<file path="config.mk">
export PLATFORM = sky130hd
export DESIGN_NAME = stream_cipher_core_flat
export DESIGN_NICKNAME = d
export VERILOG_FILES = /design/src/rtl/stream_cipher_core_pkg.sv /design/src/rtl/stream_cipher_core_if.sv /design/src/rtl/stream_cipher_core_keyfile.sv /design/src/rtl/stream_cipher_core.sv /design/src/flat_wrapper.sv
export SDC_FILE = /design/constraint.sdc
export NUM_CORES = 1
export LEC_CHECK = 0
export CAP_MARGIN = 10
export CORE_ASPECT_RATIO = 0.75
export CORE_MARGIN = 2
export CORE_UTILIZATION = 54
export DETAILED_ROUTE_END_ITERATION = 6
export GPL_ROUTABILITY_DRIVEN = 0
export PLACE_DENSITY = 0.91
export RECOVER_POWER = 100
export SKIP_LAST_GASP = 1
export SLEW_MARGIN = 20
export SYNTH_ARGS = -nofsm -noshare
export SYNTH_HDL_FRONTEND = slang
export SYNTH_SLANG_ARGS = --single-unit
</file>
<file path="constraint.sdc">
create_clock -name clk -period 3.9 [get_ports clk]
set_input_delay 1.17 -clock clk [delete_from_list [all_inputs] [get_ports clk]]
set_output_delay 1.17 -clock clk [all_outputs]
set_load 0.1 [all_outputs]
</file>
<file path="src/rtl/stream_cipher_core_pkg.sv">
// Shared types and the symbol transform for the stream cipher engine.
package stream_cipher_pkg;

  // Widest symbol the shared transform supports; callers truncate to their own width.
  localparam int unsigned MaxSymW = 32;

  typedef enum logic {
    CIPH_ENC = 1'b0,
    CIPH_DEC = 1'b1
  } cipher_mode_e;

  typedef enum logic {
    ST_IDLE   = 1'b0,
    ST_ACTIVE = 1'b1
  } fsm_state_e;

  // Modular add/subtract; truncating the result to N bits gives arithmetic mod 2^N.
  function automatic logic [MaxSymW-1:0] sym_xform(input logic [MaxSymW-1:0] data,
                                                   input logic [MaxSymW-1:0] key,
                                                   input cipher_mode_e       mode);
    return (mode == CIPH_DEC) ? (data - key) : (data + key);
  endfunction

endpackage

</file>
<file path="src/rtl/stream_cipher_core_if.sv">
// Valid/ready symbol stream with end-of-message marker.
interface stream_cipher_core_if #(
  parameter int unsigned DATA_W = 8
) ();

  logic              valid;
  logic              ready;
  logic [DATA_W-1:0] data;
  logic              last;

  modport master (output valid, data, last, input ready);
  modport slave  (input valid, data, last, output ready);

endinterface

</file>
<file path="src/rtl/stream_cipher_core_keyfile.sv">
// Key register file: synchronous write, combinational read at the current key index.
module stream_cipher_keyfile #(
  parameter int unsigned DATA_W  = 8,
  parameter int unsigned KEY_LEN = 4,
  parameter int unsigned IDX_W   = 2
) (
  input  logic              clk,
  input  logic              rst_n,
  input  logic              we_i,
  input  logic [IDX_W-1:0]  waddr_i,
  input  logic [DATA_W-1:0] wdata_i,
  input  logic [IDX_W-1:0]  raddr_i,
  output logic [DATA_W-1:0] rdata_o
);

  logic [DATA_W-1:0] key_q [KEY_LEN];

  // Key storage; writes beyond the populated entries are dropped.
  always_ff @(posedge clk or negedge rst_n) begin
    if (!rst_n) begin
      for (int i = 0; i < KEY_LEN; i++) begin
        key_q[i] <= '0;
      end
    end else if (we_i && (32'(waddr_i) < KEY_LEN)) begin
      key_q[waddr_i] <= wdata_i;
    end
  end

  // Read port; out-of-range indices read as zero.
  always_comb begin
    rdata_o = '0;
    if (32'(raddr_i) < KEY_LEN) begin
      rdata_o = key_q[raddr_i];
    end
  end

endmodule

</file>
<file path="src/rtl/stream_cipher_core.sv">
// Byte-serial repeating-key add/subtract cipher with a single-register output stage.
module stream_cipher_core
  import stream_cipher_pkg::*;
#(
  parameter int unsigned DATA_W  = 8,
  parameter int unsigned KEY_LEN = 4,
  parameter int unsigned CNT_W   = 16,
  localparam int unsigned IdxW   = (KEY_LEN > 1) ? $clog2(KEY_LEN) : 1,
  localparam int unsigned LenW   = $clog2(KEY_LEN + 1)
) (
  input  logic                  clk,
  input  logic                  rst_n,
  input  logic                  mode_i,
  input  logic [LenW-1:0]       key_len_i,
  input  logic                  key_we,
  input  logic [IdxW-1:0]       key_addr,
  input  logic [DATA_W-1:0]     key_wdata,
  stream_cipher_core_if.slave   s_if,
  stream_cipher_core_if.master  m_if,
  output logic                  busy,
  output logic                  msg_done,
  output logic                  err,
  output logic [CNT_W-1:0]      byte_cnt
);

  fsm_state_e        state_q, state_d;
  cipher_mode_e      mode_q, mode_d, mode_eff;
  logic [LenW-1:0]   klen_q, klen_d, klen_eff, klen_in;
  logic [IdxW-1:0]   kidx_q, kidx_d, kidx_eff;
  logic [CNT_W-1:0]  cnt_q, cnt_d;
  logic              err_q, err_d;
  logic              m_valid_q, m_valid_d;
  logic [DATA_W-1:0] m_data_q, m_data_d;
  logic              m_last_q, m_last_d;

  logic              accept;
  logic              first_beat;
  logic              last_idx;
  logic              key_wr_ok;
  logic [DATA_W-1:0] key_sym;
  logic [DATA_W-1:0] xform_sym;

  assign s_if.ready = !m_valid_q || m_if.ready;
  assign accept     = s_if.valid && s_if.ready;
  assign first_beat = accept && (state_q == ST_IDLE);

  // Key writes only land while no message is in flight and no beat is being consumed.
  assign key_wr_ok  = key_we && (state_q == ST_IDLE) && !accept;

  // Clamp the requested key length into 1..KEY_LEN.
  always_comb begin
    klen_in = key_len_i;
    if (key_len_i == '0) begin
      klen_in = LenW'(1);
    end else if (32'(key_len_i) > KEY_LEN) begin
      klen_in = LenW'(KEY_LEN);
    end
  end

  // The first beat runs on live controls; later beats use what was latched.
  assign mode_eff = first_beat ? cipher_mode_e'(mode_i) : mode_q;
  assign klen_eff = first_beat ? klen_in : klen_q;
  assign kidx_eff = first_beat ? '0 : kidx_q;
  assign last_idx = (LenW'(kidx_eff) == (klen_eff - LenW'(1)));

  stream_cipher_keyfile #(
    .DATA_W  (DATA_W),
    .KEY_LEN (KEY_LEN),
    .IDX_W   (IdxW)
  ) u_keyfile (
    .clk     (clk),
    .rst_n   (rst_n),
    .we_i    (key_wr_ok),
    .waddr_i (key_addr),
    .wdata_i (key_wdata),
    .raddr_i (kidx_eff),
    .rdata_o (key_sym)
  );

  assign xform_sym = DATA_W'(sym_xform(MaxSymW'(s_if.data), MaxSymW'(key_sym), mode_eff));

  // Next-state for message control, key index, counter and error flag.
  always_comb begin
    state_d = state_q;
    mode_d  = mode_q;
    klen_d  = klen_q;
    kidx_d  = kidx_q;
    cnt_d   = cnt_q;
    err_d   = err_q | (key_we & ((state_q == ST_ACTIVE) | accept));
    if (accept) begin
      state_d = s_if.last ? ST_IDLE : ST_ACTIVE;
      kidx_d  = last_idx ? '0 : (kidx_eff + IdxW'(1));
    end
    if (first_beat) begin
      mode_d = mode_eff;
      klen_d = klen_eff;
      cnt_d  = CNT_W'(1);
    end else if (accept && (cnt_q != '1)) begin
      cnt_d  = cnt_q + CNT_W'(1);
    end
  end

  // Message-control FSM and its registered status outputs.
  always_ff @(posedge clk or negedge rst_n) begin
    if (!rst_n) begin
      state_q <= ST_IDLE;
      mode_q  <= CIPH_ENC;
      klen_q  <= LenW'(1);
      kidx_q  <= '0;
      cnt_q   <= '0;
      err_q   <= 1'b0;
    end else begin
      state_q <= state_d;
      mode_q  <= mode_d;
      klen_q  <= klen_d;
      kidx_q  <= kidx_d;
      cnt_q   <= cnt_d;
      err_q   <= err_d;
    end
  end

  // Output register next-state: load on accept, drain on downstream ready, else hold.
  always_comb begin
    m_valid_d = m_valid_q;
    m_data_d  = m_data_q;
    m_last_d  = m_last_q;
    if (accept) begin
      m_valid_d = 1'b1;
      m_data_d  = xform_sym;
      m_last_d  = s_if.last;
    end else if (m_if.ready) begin
      m_valid_d = 1'b0;
    end
  end

  // Output stage register.
  always_ff @(posedge clk or negedge rst_n) begin
    if (!rst_n) begin
      m_valid_q <= 1'b0;
      m_data_q  <= '0;
      m_last_q  <= 1'b0;
    end else begin
      m_valid_q <= m_valid_d;
      m_data_q  <= m_data_d;
      m_last_q  <= m_last_d;
    end
  end

  assign m_if.valid = m_valid_q;
  assign m_if.data  = m_data_q;
  assign m_if.last  = m_last_q;

  assign busy     = (state_q == ST_ACTIVE);
  assign msg_done = m_valid_q && m_last_q && m_if.ready;
  assign err      = err_q;
  assign byte_cnt = cnt_q;

endmodule

</file>
<file path="src/flat_wrapper.sv">
// flat-port wrapper written by rule: the top's interface ports become plain ports
module stream_cipher_core_flat import stream_cipher_pkg::*;
#(
  parameter int unsigned DATA_W  = 8,
  parameter int unsigned KEY_LEN = 4,
  parameter int unsigned CNT_W   = 16,
  localparam int unsigned IdxW   = (KEY_LEN > 1) ? $clog2(KEY_LEN) : 1,
  localparam int unsigned LenW   = $clog2(KEY_LEN + 1)
)
  (clk, rst_n, mode_i, key_len_i, key_we, key_addr, key_wdata, busy, msg_done, err, byte_cnt, s_if_valid, s_if_data, s_if_last, s_if_ready, m_if_valid, m_if_data, m_if_last, m_if_ready);
  stream_cipher_core_if #(.DATA_W(DATA_W)) s_if_i ();
  stream_cipher_core_if #(.DATA_W(DATA_W)) m_if_i ();
  input  logic clk;
  input  logic rst_n;
  input  logic mode_i;
  input  logic [LenW-1:0] key_len_i;
  input  logic key_we;
  input  logic [IdxW-1:0] key_addr;
  input  logic [DATA_W-1:0] key_wdata;
  output logic busy;
  output logic msg_done;
  output logic err;
  output logic [CNT_W-1:0] byte_cnt;
  input wire logic [$bits(s_if_i.valid)-1:0] s_if_valid;
  input wire logic [$bits(s_if_i.data)-1:0] s_if_data;
  input wire logic [$bits(s_if_i.last)-1:0] s_if_last;
  output wire logic [$bits(s_if_i.ready)-1:0] s_if_ready;
  output wire logic [$bits(m_if_i.valid)-1:0] m_if_valid;
  output wire logic [$bits(m_if_i.data)-1:0] m_if_data;
  output wire logic [$bits(m_if_i.last)-1:0] m_if_last;
  input wire logic [$bits(m_if_i.ready)-1:0] m_if_ready;
  assign s_if_i.valid = s_if_valid;
  assign s_if_i.data = s_if_data;
  assign s_if_i.last = s_if_last;
  assign s_if_ready = s_if_i.ready;
  assign m_if_valid = m_if_i.valid;
  assign m_if_data = m_if_i.data;
  assign m_if_last = m_if_i.last;
  assign m_if_i.ready = m_if_ready;
  stream_cipher_core #(.DATA_W(DATA_W), .KEY_LEN(KEY_LEN), .CNT_W(CNT_W)) u_core (.clk(clk), .rst_n(rst_n), .mode_i(mode_i), .key_len_i(key_len_i), .key_we(key_we), .key_addr(key_addr), .key_wdata(key_wdata), .s_if(s_if_i), .m_if(m_if_i), .busy(busy), .msg_done(msg_done), .err(err), .byte_cnt(byte_cnt));
endmodule
</file>
==> flow_summary.toml <==
[floorplanning]
start_util_pct = 56.2
die_x_um = 97.9
rows = 25
die_h_um = 74.4
num_io_pins = 58
coreArea_um2 = 6350
dieArea_um2 = 7280

[grt]
grt_max_degree = 49
track_usage_pct = 24.8
grt_pass1_wl_mm = 13.9
grt_overflow = 0
grt_pass1_vias = 2953
antenna_found_initial = 0

[power_and_ir_drop]
p_int_mw = 2.27
finalPower_mw = 3.96
combPwrFrac_pct = 58.1
p_seq_share_pct = 25.8
clkPwrFrac_pct = 16.1
power_density_nw_per_um2 = 829
swShare_pct = 42.6
power.switching_mw = 1.69
vdd_drop_max_v = 0.000428
cellLeakagePower_nw = 2.16

[setup_path]
crit_arrival_ns = 4.09
rr_endpoint = "u_core.m_if.data[7]"
reg2reg_slack_ns = 0.57
cp-end-kind = "flop"
reg2reg_depth = 14
r2r-start = "u_core.kidx_q[0]"
start_kind = "input port"
crit_type = "input port to flop"
required_ns = 4.17
startpoint = "m_if_ready"
cp_max_fo = 4

[drt]
drt-pass1-iter-count = 4
wl_per_cell_um = 16.4
drt-total-wl_mm = 8.50
drtIter0Drc = 213
vias_per_cell = 5.66
vias = 2935
ant_nets = 0
drc_errors = 0

[synth]
yosysTopAreaCell = "dfrtp_1"
syn_area_per_cell_um2 = 10.7
synthSimpleGateAreaFrac_pct = 15.6
synth_cells = 334
synth-compound-area-share_pct = 11.9
async_reset_ff_share_pct = 100
synth_top_family_by_area = "simple AND/OR/NAND/NOR gates"
ys_top_cells_by_area = "dfrtp_1, mux2_2, nand2_1"
ys_ff_latch = 66
synth_top_flop_cell = "dfrtp_1"
synth-xor-area-share_pct = 6.28
ys_warn_count = 0
synth_top_area_share_pct = 45.6
muxShareOfSynthArea_pct = 12.9
synth_nets = 373
synth_cell_types = 58
synth-seq-area-share_pct = 46.3
yosys.area_share.adder_pct = 4.07
synth_edf_count = 0
synthesis.area_um2 = 3570

[timing]
timing.fmax_mhz = 262
setup_tns_ns = 0
worst_pin_slew_ns = 2.64
hold-worst-slack_ns = 0.476
setup-violations-final = 0
slew_violations = 49
period_needed_ns = 3.81
timing.final.crit_share_pct = 97.8
hold_viol_final = 0
skew_ns = 0.00825
relSlewSlack_pct = -75.8

[placed_design]
io_buffers = 57
dp.cells = 499
place_hpwl_mm = 6.08
place_area_um2 = 4490

[clock_tree]
ctsRootBufferMaster = "clkbuf_8"
clock_path_buffers = 2
cts.sinks = 66
cts_tree = "done"
cts_buffers = 9
clk_pin_slew_ns = 0.07
h-tree-depth = 3
clk_latency_ns = 0.35

[status]
status = "finished with violations"
violations = "capacitance limit, slew limit"

[flow_run]
maxCapViolCount = 1

[hold_path]
holdPathEnd = "u_core.err"
min_from = "u_core.err"
min_path_type = "flop to flop"
worst_hold_path.num_cells = 1

[cells_and_area]
drive_gt1_share_pct = 31.1
num_antenna_cells = 0
final_net_count = 472
instances_no_fill = 519
fillCellCount = 426
syn2layout_area_growth_pct = 33.9
fin_area_um2 = 4780
[power groups by stage]
stage                     clock [mW]  combinational, mW  sequential [mW]
final                          0.637               2.30             1.02
after global routing           0.675               2.46             1.04
after CTS                      0.652               2.21             1.02
after detailed placement           0               2.17             1.03
after global placement             0               2.10             1.01
after floorplan                    0               1.11             1.43
[registers in the layout (all words and copies together) (netlist names)]
signal / cells
u_core.u_keyfile.key_q: 32
u_core.err: 1
u_core.klen_q: 3
u_core.m_if.data: 8
u_core.byte_cnt: 16
u_core.m_if.last: 1
u_core.kidx_q: 2
u_core.m_if.valid: 1
u_core.mode_q: 1
u_core.busy: 1
[worst max path at each step]
stage	endpoint	cells after the start
finish	u_core.m_if.data[7]	16
global route	u_core.m_if.data[7]	16
detailed placement	u_core.m_if.data[7]	16
floorplan	u_core.m_if.data[7]	16
global placement	u_core.m_if.data[6]	16
CTS	u_core.m_if.data[7]	17
[cell type report]
| class | count | area, um^2 | share of cell area, % |
|---|---|---|---|
| tap | 81 | 101 | 2.12 |
| inverter | 11 | 48.8 | 1.02 |
| sequential | 66 | 1650 | 34.6 |
| clock buffer | 11 | 141 | 2.96 |
| multi-input combinational | 247 | 1920 | 40.2 |
| clock inverter | 5 | 77.6 | 1.62 |
| timing repair buffer | 98 | 836 | 17.5 |
[logic make-up (layout without fill, tap and decap cells)]
| group | count (synthesis) | in the layout |
|---|---|---|
| mux | 42 | 42 |
| fa+ha+maj | 11 | 11 |
| flops | 66 | 66 |
| compound gates | 63 | 63 |
| xor+xnor | 24 | 24 |
| simple gates | 107 | 107 |
| buf+inv | 21 | 125 |
[metrics by stage]
stage	utilization [%]	setup WS, ns
after floorplan	-	-0.0910
after global placement	70.8	-0.575
after detailed placement	70.8	-0.683
after CTS	74.5	0.00332
after global routing	75.2	-0.0100
final	75.2	0.0861
[placed cells by master, fill, tap and decap left out, types with 3 or more instances in the layout]
master | synthesis | routed
a21o_1 | 8 | 8
a21oi_1 | 14 | 13
a31oi_1 | 4 | 4
and3_1 | 3 | 3
buf_4 | 3 | 55
clkbuf_1 | 3 | 3
clkbuf_8 | 0 | 10
clkdlybuf4s50_1 | 0 | 36
dfrtp_1 | 65 | 65
ha_1 | 10 | 9
inv_1 | 10 | 8
mux2_2 | 33 | 33
mux2i_1 | 9 | 8
nand2_1 | 42 | 42
nand2b_1 | 6 | 6
nand3_1 | 7 | 7
nand4_1 | 3 | 3
nor2_1 | 22 | 20
nor2_4 | 1 | 3
nor3_1 | 3 | 3
o21ai_0 | 17 | 17
or3_1 | 3 | 3
xnor2_1 | 10 | 10
xor2_1 | 13 | 13
[Yosys cell counts (2+ instances only)]
library cell and count:
nand2_1 42, xnor2_1 10, and3_1 3, nand2b_1 6, ha_1 10, and2_1 2
xor2_1 13, nor3_1 3, a21o_1 8, buf_2 3, nand3_1 7, o21ai_0 17
buf_4 3, o221ai_1 2, o32ai_1 2, a31oi_1 4, nand4_1 3, o22ai_1 2
a2bb2oi_1 2, inv_1 10, clkbuf_1 3, a21oi_1 14, nor2_2 2, mux2_2 33
dfrtp_1 65, nor2_1 22, or3_1 3, nand3b_1 2, mux2i_1 9
[layer usage]
layer,GRT usage (%),routed length [um],vias to the layer above
li1,-,-,1373
met1,29.5,3570,1458
met2,43.1,4410,90
met3,7.33,397,14
met4,10.0,123,0
met5,0,0,-
[critical path: stages]
cell,delay (ns)
buf_2,0.08
and2b_4,0.21
nor2_4,0.20
o32ai_4,0.11
a311oi_4,0.33
inv_2,0.08
ha_4,0.28
mux2i_4,0.06
ha_1,0.29
a21o_1,0.18
a21o_1,0.18
a21o_1,0.18
a21o_1,0.18
a31oi_1,0.15
xnor3_1,0.23
o21ai_1,0.16
[timing repair]
action                     in CTS  in global routing
gates resized for setup         9                  7
buffers inserted                3                  1
setup endpoints to repair       4                  2
hold buffers                    0                  0
pin swaps                      12                  7
No activity file was read; power rests on OpenSTA's default activity.
==> edit 1 (same settings) <==
`CNT_W` is set to 16 in 2 places; all go to 24.
--- a/src/rtl/stream_cipher_core.sv
+++ b/src/rtl/stream_cipher_core.sv
@@ -5,5 +5,5 @@
   parameter int unsigned DATA_W  = 8,
   parameter int unsigned KEY_LEN = 4,
-  parameter int unsigned CNT_W   = 16,
+  parameter int unsigned CNT_W   = 24,
   localparam int unsigned IdxW   = (KEY_LEN > 1) ? $clog2(KEY_LEN) : 1,
   localparam int unsigned LenW   = $clog2(KEY_LEN + 1)
--- a/src/flat_wrapper.sv
+++ b/src/flat_wrapper.sv
@@ -4,5 +4,5 @@
   parameter int unsigned DATA_W  = 8,
   parameter int unsigned KEY_LEN = 4,
-  parameter int unsigned CNT_W   = 16,
+  parameter int unsigned CNT_W   = 24,
   localparam int unsigned IdxW   = (KEY_LEN > 1) ? $clog2(KEY_LEN) : 1,
   localparam int unsigned LenW   = $clog2(KEY_LEN + 1)
Ports: changed (resized byte_cnt); port bits go from 58 to 66. The function was not compared with the original's and may differ.
==> edit 1 against the unedited design <==
The run ends with capacitance limit, slew limit, setup timing left; power rose by 2.3%; sequential cell count rose by 8; synthesized area rose by 12%; via count rose by 16%; final area rose by 11%; setup slack got worse by 0.25 ns; routed wire length rose by 21%; global-route usage rose by 0.74 points; largest power group unchanged.
==> edit 1: results (changes against the unedited design) <==
Power and ir drop
  • Psw: 1.81 mW (was 1.69 mW)
  • Comb group: 2.43 mW (was 2.30 mW)
  • VDD IR-drop max: 0.000635 V (was 0.000428 V)

Drt
  • Met2 wire length: 5.43 mm (was 4.41 mm)
  • WL/cell: 17.2 µm (was 16.4 µm)
  • Pre-antenna DRT Iters: 5 (was 4)
  • Met1 wire length: 4.24 mm (was 3.57 mm)

Synthesis
  • Synth Instances: 389 (was 334)
  • Area fraction in compound gates after synthesis: 10.9% (was 11.9%)
  • Post-synthesis sequential area ratio: 46.2% (was 46.3%)
  • Xor/xnor share of the synthesized area: 8.21% (was 6.28%)
  • Post-synth top cells: dfrtp_1 (73), mux2_2 (35), nand2_1 (35) (was dfrtp_1 (65), nand2_1 (42), mux2_2 (33))
  • Largest cells by area after synthesis: dfrtp_1 (46%), mux2_2 (9.8%), xor2_1 (5.7%) (was dfrtp_1 (46%), mux2_2 (10%), nand2_1 (4.4%))
  • Synth Area in Adders: 3.62% (was 4.07%)
  • Syn_nets: 428 (was 373)

GRT
  • Vias in the first global route: 3,470 (was 2,953)
  • First-pass GRT wire length: 16.5 mm (was 13.9 mm)
  • Routing usage on met1: 30.1% (was 29.5%)

Timing
  • Post-route setup TNS: -0.179 ns (was 0 ns)
  • Setup WS post-layout: -0.161 ns (was 0.0861 ns)
  • Clock skew: 0.00683 ns (was 0.00825 ns)
  • Number of slew-limit violations in the final report: 36 (was 49)
  • Final setup viols: 2 (was 0)

Layout
  • Layout Cells excl Fill: 601 (was 519)
  • Nets: 534 (was 472)
  • Clk cell area share: 3.22% (was 4.58%)
  • Share of post-route cells with drive strength above 1: 31.0% (was 31.1%)
  • Fill cell count: 485 (was 426)
  • Fraction of area in multi-input gates: 40.4% (was 40.2%)
  • Count of multi-input gates: 288 (was 247)
  • Data buffer area share: 18.0% (was 17.5%)

Clock network
  • Sink Count: 74 (was 66)

Outcome
  • Failing checks: capacitance limit, slew limit, setup timing (was capacitance limit, slew limit)
  • Status: finished, violations left (unchanged)

Flow run
  • Number of max-cap violations: 1 (unchanged)

Setup path
  • Crit Path Max Fanout: 6 (was 4)
  • Worst Path Arrival: 4.30 ns (was 4.09 ns)

Placed design
  • PortBufs: 65 (was 57)
## edit 1: changes by cell type after synthesis, sizes merged, moves of 6 or more
cell	unedited run	this run
nand2b	7	13
a21o	8	2
xor2	13	26
a21oi	15	21
o21ai	19	25
nor2	25	34
nand2	43	36
dfrtp	65	73
## edit 1: final timing paths
path | slack [ns] | start | end | cells after the start
setup / recovery | -0.16 | s_if_valid | u_core.m_if.data[7] | 17
min in group asynchronous | 1.37 | rst_n | u_core.byte_cnt[20] | 1
max in group asynchronous | 1.39 | rst_n | u_core.m_if.data[4] | 1
hold reg to reg | 0.50 | u_core.m_if.data[6] | u_core.m_if.data[6] | 2
hold / removal | 0.50 | u_core.m_if.data[6] | u_core.m_if.data[6] | 2
setup reg to reg | 0.59 | u_core.busy | u_core.m_if.data[7] | 16
## edit 1: critical path, stage by stage
cell and delay [ns]:
clkdlybuf4s50_1 0.48, nor2b_4 0.15, buf_6 0.14, a21oi_4 0.08, buf_6 0.13, a2bb2oi_1 0.21
and2_2 0.24, a21oi_1 0.07, a21oi_1 0.27, xor2_1 0.28, ha_1 0.32, o21ai_1 0.16
nand2b_1 0.10, a21oi_2 0.17, a21oi_2 0.05, xnor3_1 0.20, o21ai_1 0.06
## edit 1: per-stage QoR
stage / hold slack, ns / utilization (%)
3_3_place_gp: 0.448 / 68.5
3_5_place_dp: 0.480 / 68.5
5_1_grt: 0.528 / 72.7
4_1_cts: 0.499 / 71.0
2_1_floorplan: 0.434 / -
6_report: 0.504 / 72.7
## edit 1: what timing repair did
action                                  4_1_cts  5_1_grt
hold buffers                                  0        0
endpoints found under the setup margin        1        5
pin swaps                                     0       14
buffers inserted                              0        4
resized for setup                             3       28
==> edit 2 (config.mk and constraints unchanged) <==
Made on the original files. Reset style: synchronous (`rst_n`), changed in 3 clocked blocks.
--- a/src/rtl/stream_cipher_core_keyfile.sv
+++ b/src/rtl/stream_cipher_core_keyfile.sv
@@ -17,5 +17,5 @@
 
   // Key storage; writes beyond the populated entries are dropped.
-  always_ff @(posedge clk or negedge rst_n) begin
+  always_ff @(posedge clk) begin
     if (!rst_n) begin
       for (int i = 0; i < KEY_LEN; i++) begin
--- a/src/rtl/stream_cipher_core.sv
+++ b/src/rtl/stream_cipher_core.sv
@@ -102,5 +102,5 @@
 
   // Message-control FSM and its registered status outputs.
-  always_ff @(posedge clk or negedge rst_n) begin
+  always_ff @(posedge clk) begin
     if (!rst_n) begin
       state_q <= ST_IDLE;
@@ -135,5 +135,5 @@
 
   // Output stage register.
-  always_ff @(posedge clk or negedge rst_n) begin
+  always_ff @(posedge clk) begin
     if (!rst_n) begin
       m_valid_q <= 1'b0;
Formal check against the unedited RTL: differs if rst_n is asserted again (counterexample within 4 cycles, from zero or initial values and one cycle with rst_n low); with rst_n held inactive, the same outputs for 4 cycles.
==> edit 2 against the unedited design <==
The flow finishes with violations (setup timing); setup slack worse by 0.25 ns; final area up 2.7%; sequential cell count is the same; maximum frequency is 6.2% lower; routed wire length rose by 18%; non-clock buffer count increased by 18; synthesized area fell by 0.60%; critical endpoint is now u_core.m_if.data[7].
Power is not compared: it rests on default switching activity, and its combinational part moved more than twofold at a synthesized area within 25%.
==> edit 2: results (changes against the unedited design) <==
Drt
  • Final WL: 10.0 mm (was 8.50 mm)
  • Vias: 3,278 (was 2,935)
  • Pre-antenna DRT Iters: 5 (was 4)
  • 1st-iter DRT viols: 309 (was 213)

Synthesis
  • Asr flop ratio synth: 0% (was 100%)
  • Post-synthesis cell type count: 53 (was 58)
  • Post-synth top cells: and2_1 (39), nand2_1 (37), dfxtp_1 (34) (was dfrtp_1 (65), nand2_1 (42), mux2_2 (33))
  • Syn_nets: 396 (was 373)
  • Post-synth top area share: 27.1% (was 45.6%)
  • Yosys warns: 0 (unchanged)
  • Synth Flop Type: dfxtp_1 (was dfrtp_1)
  • Number of synthesized flops with an enable pin: 32 (was 0)
  • Post-synthesis sequential area ratio: 46.3% (about the same)
  • Largest cells by area after synthesis: edfxtp_1 (27%), dfxtp_1 (19%), and2_1 (6.9%) (was dfrtp_1 (46%), mux2_2 (10%), nand2_1 (4.4%))

GRT
  • First-pass GRT wire length: 15.2 mm (was 13.9 mm)
  • GRT Util Overall: 27.1% (was 24.8%)
  • Initial antenna violation count: 0 (unchanged)
  • Vias in the first global route: 3,150 (was 2,953)
  • Pin count of the biggest net entering global routing: 29 (was 49)

Hold path
  • Hold endpoint: u_core.err (unchanged)
  • HP Start: u_core.err (unchanged)
  • Hold Path Stages: 1 (unchanged)
  • Worst hold path type: flop to flop (unchanged)

Layout
  • # diodes: 0 (unchanged)
  • Fill cell count: 383 (was 426)
  • Max reg flops: 32 (unchanged)
  • Largest Register: u_core.u_keyfile.key_q (unchanged)
  • Share of post-route cells with drive strength above 1: 26.0% (was 31.1%)
  • Nets: 511 (was 472)

Clock network
  • Clk Latency, worst-skew pair: between 0.3 and 0.4 ns
  • H-tree depth: 3 (unchanged)
  • Root buffer cell: clkbuf_8 (unchanged)
  • CTS Buffer Depth: 2 (unchanged)
  • Clock slew at reported path FFs: 0.08 ns
  • Total CTS buffers: 9 (unchanged)

Timing
  • Max-Slew Margin vs Limit: 33.2% (was -75.8%)
  • Clock skew: 0.00992 ns (was 0.00825 ns)
  • Setup WS post-layout: -0.165 ns (was 0.0861 ns)
  • Final setup viols: 1 (was 0)

Setup path
  • Crit Path Max Fanout: 7 (was 4)
  • Crit path launch: s_if_valid (was m_if_ready)
  • Worst R2R Setup Slack: 0.21 ns (was 0.57 ns)
  • Worst flop-to-flop path endpoint: u_core.m_if.data[7] (unchanged)
  • R2R Path Start: u_core.kidx_q[1] (was u_core.kidx_q[0])
  • R2R cell count: 12 (was 14)

Flow run
  • Number of max-cap violations: 0 (was 1)

Power and ir drop
  • VDD IR-drop max: approximately 0.00026 V
  • Leak: between 1.5 and 2 nW

Outcome
  • Status: finished, violations left (unchanged)
  • Failing checks: setup timing (was capacitance limit, slew limit)

Placed design
  • Dpl hpwl: 6.54 mm (was 6.08 mm)
  • PortBufs: 57 (unchanged)
edit 2: changes by cell type after synthesis, sizes merged, moves of 32 or more:
cell    unedited run  this run
dfrtp             65         0
and2               2        39
dfxtp              0        34
mux2              33         0
edfxtp             0        32
edit 2: logic make-up (layout without fill, tap and decap cells):
group | count (synthesis) | in the layout | synth area share [%]
XOR/XNOR | 28 | 28 | 7.30
adder cells (fa/ha/maj) | 11 | 11 | 4.09
buffers and inverters | 20 | 140 | 2.75
AND/OR/NAND/NOR | 148 | 148 | 21.9
multiplexers | 13 | 13 | 4.02
AO/OA/AOI/OAI | 71 | 71 | 13.6
flip-flops | 66 | 66 | 46.3
edit 2: final cells by class:
| type | count | area [µm²] | area share [%] |
|---|---|---|---|
| clock inverters | 7 | 83.8 | 1.71 |
| well taps | 81 | 101 | 2.07 |
| repair buffers | 116 | 1000 | 20.5 |
| multi-input cells | 271 | 1920 | 39.1 |
| inverters | 8 | 30.0 | 0.612 |
| clock buffers | 9 | 124 | 2.52 |
| flip-flops and latches | 66 | 1640 | 33.5 |
edit 2: timing repair:
item / 4_1_cts / 5_1_grt
pin swaps: 17 / 18
setup buffers: 7 / 13
setup endpoints to repair: 3 / 2
resized for setup: 18 / 17
edit 2: how the worst max path moves through the flow:
stage                                to  slack, ns
finish              u_core.m_if.data[7]      -0.16
global route        u_core.m_if.data[7]      -0.19
CTS                 u_core.m_if.data[7]       0.02
detailed placement  u_core.m_if.data[7]      -0.70
global placement    u_core.m_if.data[7]      -0.56
floorplan           u_core.m_if.data[7]      -0.05
edit 2: worst max-delay path, stage by stage:
cell	delay [ns]
buf_8	0.07
nor2b_4	0.33
nand2_8	0.11
buf_4	0.15
a2bb2oi_2	0.14
a222oi_1	0.51
a21oi_1	0.20
xor2_1	0.19
ha_1	0.22
or4_1	0.52
a31oi_1	0.20
xnor3_1	0.25
xnor2_1	0.14
a21oi_1	0.14
edit 2: report_power, final:
part           internal (mW)  leakage, nW  switching, mW
Sequential             0.770        0.605         0.0271
Clock                  0.308        0.103          0.304
Combinational          0.339         1.29          0.467
edit 2: metrics by stage:
stage	area, µm²	hold slack [ns]	TNS (ns)	worst slack, ns	std cells
2_1_floorplan	3580	0.456	-0.0487	-0.0487	357
3_3_place_gp	4450	0.456	-1.45	-0.560	523
3_5_place_dp	4450	0.456	-2.12	-0.703	523
4_1_cts	4780	0.478	0	0.0159	546
5_1_grt	4910	0.504	-0.283	-0.190	558
6_report	4910	0.478	-0.165	-0.165	558
edit 2: metal layers:
layer | track usage [%] | wire, µm | vias to the layer above
li1 | - | - | 1493
met1 | 33.7 | 4050 | 1544
met2 | 46.4 | 4750 | 181
met3 | 6.67 | 797 | 60
met4 | 11.1 | 453 | 0
met5 | 0 | 0 | -
